[config.mk]
export PLATFORM = sky130hd
export DESIGN_NAME = axi4_lite_reg_bank
export DESIGN_NICKNAME = d
export VERILOG_FILES = /design/src/rtl/axi4_lite_reg_bank.sv
export SDC_FILE = /design/constraint.sdc
export NUM_CORES = 1
export LEC_CHECK = 0
export ABC_CLOCK_PERIOD_IN_PS = 2300
export BUFFER_PORTS_ARGS = -buffer_cell sky130_fd_sc_hd__buf_2
export CELL_PAD_IN_SITES_DETAIL_PLACEMENT = 1
export CELL_PAD_IN_SITES_GLOBAL_PLACEMENT = 1
export CORE_ASPECT_RATIO = 0.75
export CORE_MARGIN = 2
export CORE_UTILIZATION = 30
export DETAILED_ROUTE_END_ITERATION = 16
export GPL_TIMING_DRIVEN = 0
export PLACE_DENSITY_LB_ADDON = 0.1
export SETUP_SLACK_MARGIN = 0.3
export SLEW_MARGIN = 15
export SYNTH_ARGS = -nofsm -noshare
export SYNTH_HDL_FRONTEND = slang
export SYNTH_SLANG_ARGS = --single-unit
[constraint.sdc]
create_clock -name clk_i -period 2.3 [get_ports clk_i]
set_clock_uncertainty 0.2 [all_clocks]
set_input_delay 0.115 -clock clk_i [delete_from_list [all_inputs] [get_ports clk_i]]
set_output_delay 0.115 -clock clk_i [all_outputs]
set_load 0.05 [all_outputs]
[src/rtl/axi4_lite_reg_bank.sv]
// rtl/axi4_lite_reg_bank.sv - DMA control/status/config register bank behind the AXI4-Lite write front-end
// Optional IRQ output and CTRL.IRQ_EN bit enabled by defining DMA_REG_IRQ_EN.
module axi4_lite_reg_bank #(
    parameter int DEPTH     = 4,
    parameter int DATA_SIZE = 32
) (
    input  logic                            clk_i,
    input  logic                            rst_clk_i,
    input  logic [DATA_SIZE-1:0]            register_data_i,
    input  logic [$clog2(DEPTH)-1:0]        register_address_i,
    input  logic [DATA_SIZE/8-1:0]          enable_register_data_i,
    input  logic [$clog2(DEPTH)-1:0]        read_address_i,
    output logic [DATA_SIZE-1:0]            read_data_o,
    output logic                            start_o,
    input  logic                            busy_i,
    input  logic                            done_i,
    input  logic                            error_i,
    output logic [DATA_SIZE*(DEPTH-2)-1:0]  config_o,
    output logic                            irq_o
);

    localparam int AW   = $clog2(DEPTH);
    localparam int NB   = DATA_SIZE / 8;
    localparam int NCFG = DEPTH - 2;

    logic [DATA_SIZE-1:0] cfg_q [NCFG];
    logic [DATA_SIZE-1:0] cfg_d [NCFG];
    logic [DATA_SIZE-1:0] read_data_q, read_data_d;
    logic                 start_q, start_d;
    logic                 done_q, done_d;
    logic                 err_q, err_d;
    logic                 wr_en, ctrl_wr, stat_wr, start_req;

`ifdef DMA_REG_IRQ_EN
    logic irq_en_q, irq_en_d;
    logic irq_q;
`endif

    always_comb begin
        wr_en     = |enable_register_data_i;
        ctrl_wr   = wr_en && (register_address_i == AW'(0)) && enable_register_data_i[0];
        stat_wr   = wr_en && (register_address_i == AW'(1)) && enable_register_data_i[0];
        start_req = ctrl_wr && register_data_i[0];

        // A start request while the engine is busy is dropped and flagged as an error.
        start_d = start_req && !busy_i;
        done_d  = done_i | (done_q & ~(stat_wr & register_data_i[1]));
        err_d   = error_i | (start_req & busy_i) | (err_q & ~(stat_wr & register_data_i[2]));

`ifdef DMA_REG_IRQ_EN
        irq_en_d = ctrl_wr ? register_data_i[1] : irq_en_q;
`endif

        cfg_d = cfg_q;
        for (int k = 0; k < NCFG; k++) begin
            if (wr_en && (register_address_i == AW'(k + 2))) begin
                for (int b = 0; b < NB; b++) begin
                    if (enable_register_data_i[b]) begin
                        cfg_d[k][b*8 +: 8] = register_data_i[b*8 +: 8];
                    end
                end
            end
        end

        // Read mux uses current state, so a same-cycle write is not visible yet.
        read_data_d = '0;
        if (read_address_i == AW'(0)) begin
`ifdef DMA_REG_IRQ_EN
            read_data_d[1] = irq_en_q;
`endif
        end else if (read_address_i == AW'(1)) begin
            read_data_d[0] = busy_i;
            read_data_d[1] = done_q;
            read_data_d[2] = err_q;
        end else begin
            for (int k = 0; k < NCFG; k++) begin
                if (read_address_i == AW'(k + 2)) begin
                    read_data_d = cfg_q[k];
                end
            end
        end
    end

    always_ff @(posedge clk_i) begin
        if (rst_clk_i) begin
            for (int k = 0; k < NCFG; k++) begin
                cfg_q[k] <= '0;
            end
            read_data_q <= '0;
            start_q     <= 1'b0;
            done_q      <= 1'b0;
            err_q       <= 1'b0;
        end else begin
            cfg_q       <= cfg_d;
            read_data_q <= read_data_d;
            start_q     <= start_d;
            done_q      <= done_d;
            err_q       <= err_d;
        end
    end

`ifdef DMA_REG_IRQ_EN
    always_ff @(posedge clk_i) begin
        if (rst_clk_i) begin
            irq_en_q <= 1'b0;
            irq_q    <= 1'b0;
        end else begin
            irq_en_q <= irq_en_d;
            irq_q    <= irq_en_q & (done_q | err_q);
        end
    end

    assign irq_o = irq_q;
`else
    assign irq_o = 1'b0;
`endif

    for (genvar k = 0; k < NCFG; k++) begin : g_cfg_out
        assign config_o[k*DATA_SIZE +: DATA_SIZE] = cfg_q[k];
    end

    assign read_data_o = read_data_q;
    assign start_o     = start_q;

endmodule

==> flow_summary.ini <==
[layout]
nets = 568
fillCellCount = 1349
multi_input_area_um2 = 1510
num_antenna_cells = 0
fin_cells = 690
drive_above_1_share_pct = 33.5
seq_area_um2 = 1980
syn2layout_area_growth_pct = 43.0
utilization_pct = 44.5

[detailed_routing]
wirelength_um = 10700
drt-initial-drc-count = 69
dr_wl_met3_um = 700
drc = 0
wl_met1_um = 5010
final_antenna_net_count = 0
top_layer_used = met4
vias = 3042
dr.pass1.iters = 4
viasPerCell = 4.41
routedWlPerCell_um = 15.5
wl_met2_um = 4830

[clocking]
htreeDepth = 3
cts_tree = done
clk_pin_slew_ns = 0.06
numCtsBuffers = 9
cts_sinks = 99
clockBufferDepth = 2
root_buffer = clkbuf_16
insertion_delay_ns = 0.34

[worst_setup_path]
cp_slowest_cell = dlygate4sd3_1
path_buf_inv = 3
crit_required_ns = 2.30
critPathCaptureType = flip-flop
cp_cell_sequence = dlygate4sd3_1, buf_2, and4bb_2, a221oi_2, dlygate4sd3_1, nor2_1
path_class = input pin to flip-flop
crit_family = buffers and inverters
slowest_delay_ns = 0.58
crit_top_cell = dlygate4sd3_1
crit_arrival_ns = 1.92
critPathLaunchType = input pin
path_max_fanout = 3

[timing]
hold-worst-slack_ns = 0.0439
setup_viol = 0
hold_viol = 0
rsz0062_at_grt = no
post-route-period-util_pct = 83.3
timing_max_transition_violations_final = 0
fmax_ghz = 0.522
tightest_slew_ns = 0.571
fin_setup_tns_ns = 0
max-slew-margin-rel_pct = 61.9
period_minus_slack_ns = 1.91

[grt]
grt_first_pass_wirelength_um = 17100
gr-total-overflow = 0
grt_max_degree = 16
antenna_found_initial = 0
globalRouteTotalUtil_pct = 16.7
grt_pass1_vias = 3169

[yosys]
synth-main-ff-cell = dfxtp_1
ys_types = 20
syn_area_um2 = 3660
synth_cells = 335
syn_nets = 380
syn_area_per_cell_um2 = 10.9
synth.top_cell.area_share_pct = 54.2
seq_area_frac_synth_pct = 54.2
netlist.top_cell.by_area = dfxtp_1
yosysWarnings = 0
ys_seq_elements = 99
synth_edf_count = 0
synth.area.top_cells = dfxtp_1 54%, mux2i_1 25%, nor2_1 10%, buf_6 2.2%, nand3_2 1.1%
synthArstFlopShare_pct = 0

[floorplan]
coreArea_um2 = 11700
die_h_um = 99.6
die_x_um = 131
ioPinCount = 143
placementRows = 34
start_util_pct = 31.1
die_area_um2 = 13100

[placement]
dp_cells = 636
port_buffers = 139
dp.final_hpwl_um = 7500
place.gp.congestion = 0.723

[hold_path]
hold_class = input pin to flip-flop

[power]
p_leak_nw = 2.83
irDropWorstVdd_mv = 0.307
power-per-cell-area_nw_per_um2 = 731

[run]
maxCapViolCount = 0

[run_status]
status = finished, final reports clean
## worst reg2reg max path, delay by kind of cell, from the launching register on
family / cells / cell delay (ns)
AO/OA/AOI/OAI: 1 / 0.23
buffers and inverters: 1 / 0.58
flip-flops: 1 / 0.33
AND/OR/NAND/NOR: 1 / 0.05
## synth_stat cells, types with 2 or more instances
cell type / number
nor2_1: 98
mux2_2: 3
buf_4: 4
buf_2: 2
nand3_2: 4
clkbuf_1: 7
nand4b_1: 2
mux2i_1: 93
dfxtp_1: 99
buf_8: 2
buf_6: 7
a22oi_1: 3
nand3b_1: 4
## sequential cells by signal, summed over array words and instances (netlist names)
name,flops
start_o,1
err_q,1
config_o,64
done_q,1
read_data_o,32
## final timing paths
| kind | endpoint | start | cells after the start | slack (ns) |
|---|---|---|---|---|
| max | err_q | register_data_i[0] | 6 | 0.39 |
| min | read_data_o[0] | read_address_i[0] | 4 | 0.04 |
| max reg2reg | err_q | err_q | 3 | 0.77 |
| min reg2reg | read_data_o[29] | config_o[29] | 2 | 0.32 |
## final cells by class
| cell class | count | area share, % |
|---|---|---|
| timing repair buffer | 177 | 20.6 |
| tap | 162 | 3.88 |
| clock buffer | 12 | 4.52 |
| multi-input combinational | 214 | 28.8 |
| buffer | 22 | 3.35 |
| sequential | 99 | 37.9 |
| clock inverter | 4 | 0.981 |
## metal layers
layer	up-vias	track usage, %
li1	1492	-
met1	1451	21.7
met2	87	26.5
met3	12	5.86
met4	0	4.77
met5	-	0
## power breakdown
group	internal, mW	switching [mW]	total, mW	leakage (nW)
Sequential	1.76	0.0334	1.80	0.803
Clock	0.845	0.644	1.49	0.137
Combinational	0.197	0.339	0.536	1.89
Total	2.81	1.02	3.82	2.83
## through the flow
stage	area, um2	total power [mW]	setup slack, ns
after detailed placement	4560	2.33	0.936
after floorplan	3660	2.17	0.967
final	5230	3.82	0.385
after global routing	5230	3.99	0.314
after CTS	5220	3.89	0.409
after global placement	4560	2.32	0.960
## cells by family (layout without fill, tap and decap cells)
kind of cell	count (synthesis)	count (layout)	share of synthesized area [%]
other	1	1	0.103
and+or+nand+nor	112	112	13.5
AOI/OAI and AO/OA	5	5	0.992
muxes	96	96	26.4
buffers and inverters	22	215	4.79
DFF	99	99	54.2
## cell usage in the layout, fill, tap and decap left out, types with 2 or more instances in the layout
cell type / Yosys / final
clkbuf_16: 0 / 9
nor2_1: 98 / 98
a22oi_1: 3 / 3
dlygate4sd3_1: 0 / 38
buf_2: 2 / 141
dfxtp_1: 99 / 99
buf_8: 2 / 2
buf_6: 7 / 7
nand4b_1: 2 / 2
mux2i_1: 93 / 93
nand3b_1: 4 / 4
clkbuf_1: 7 / 10
mux2_2: 3 / 3
buf_4: 4 / 4
nand3_2: 4 / 4
## what timing repair did
item                                   CTS  global route
buffers inserted                         0             0
setup endpoints to repair                0             1
resized for setup                        0             1
hold buffers                            38             0
endpoints found under the hold margin   70             0
Note: power is estimated with default switching activity, not from simulation.
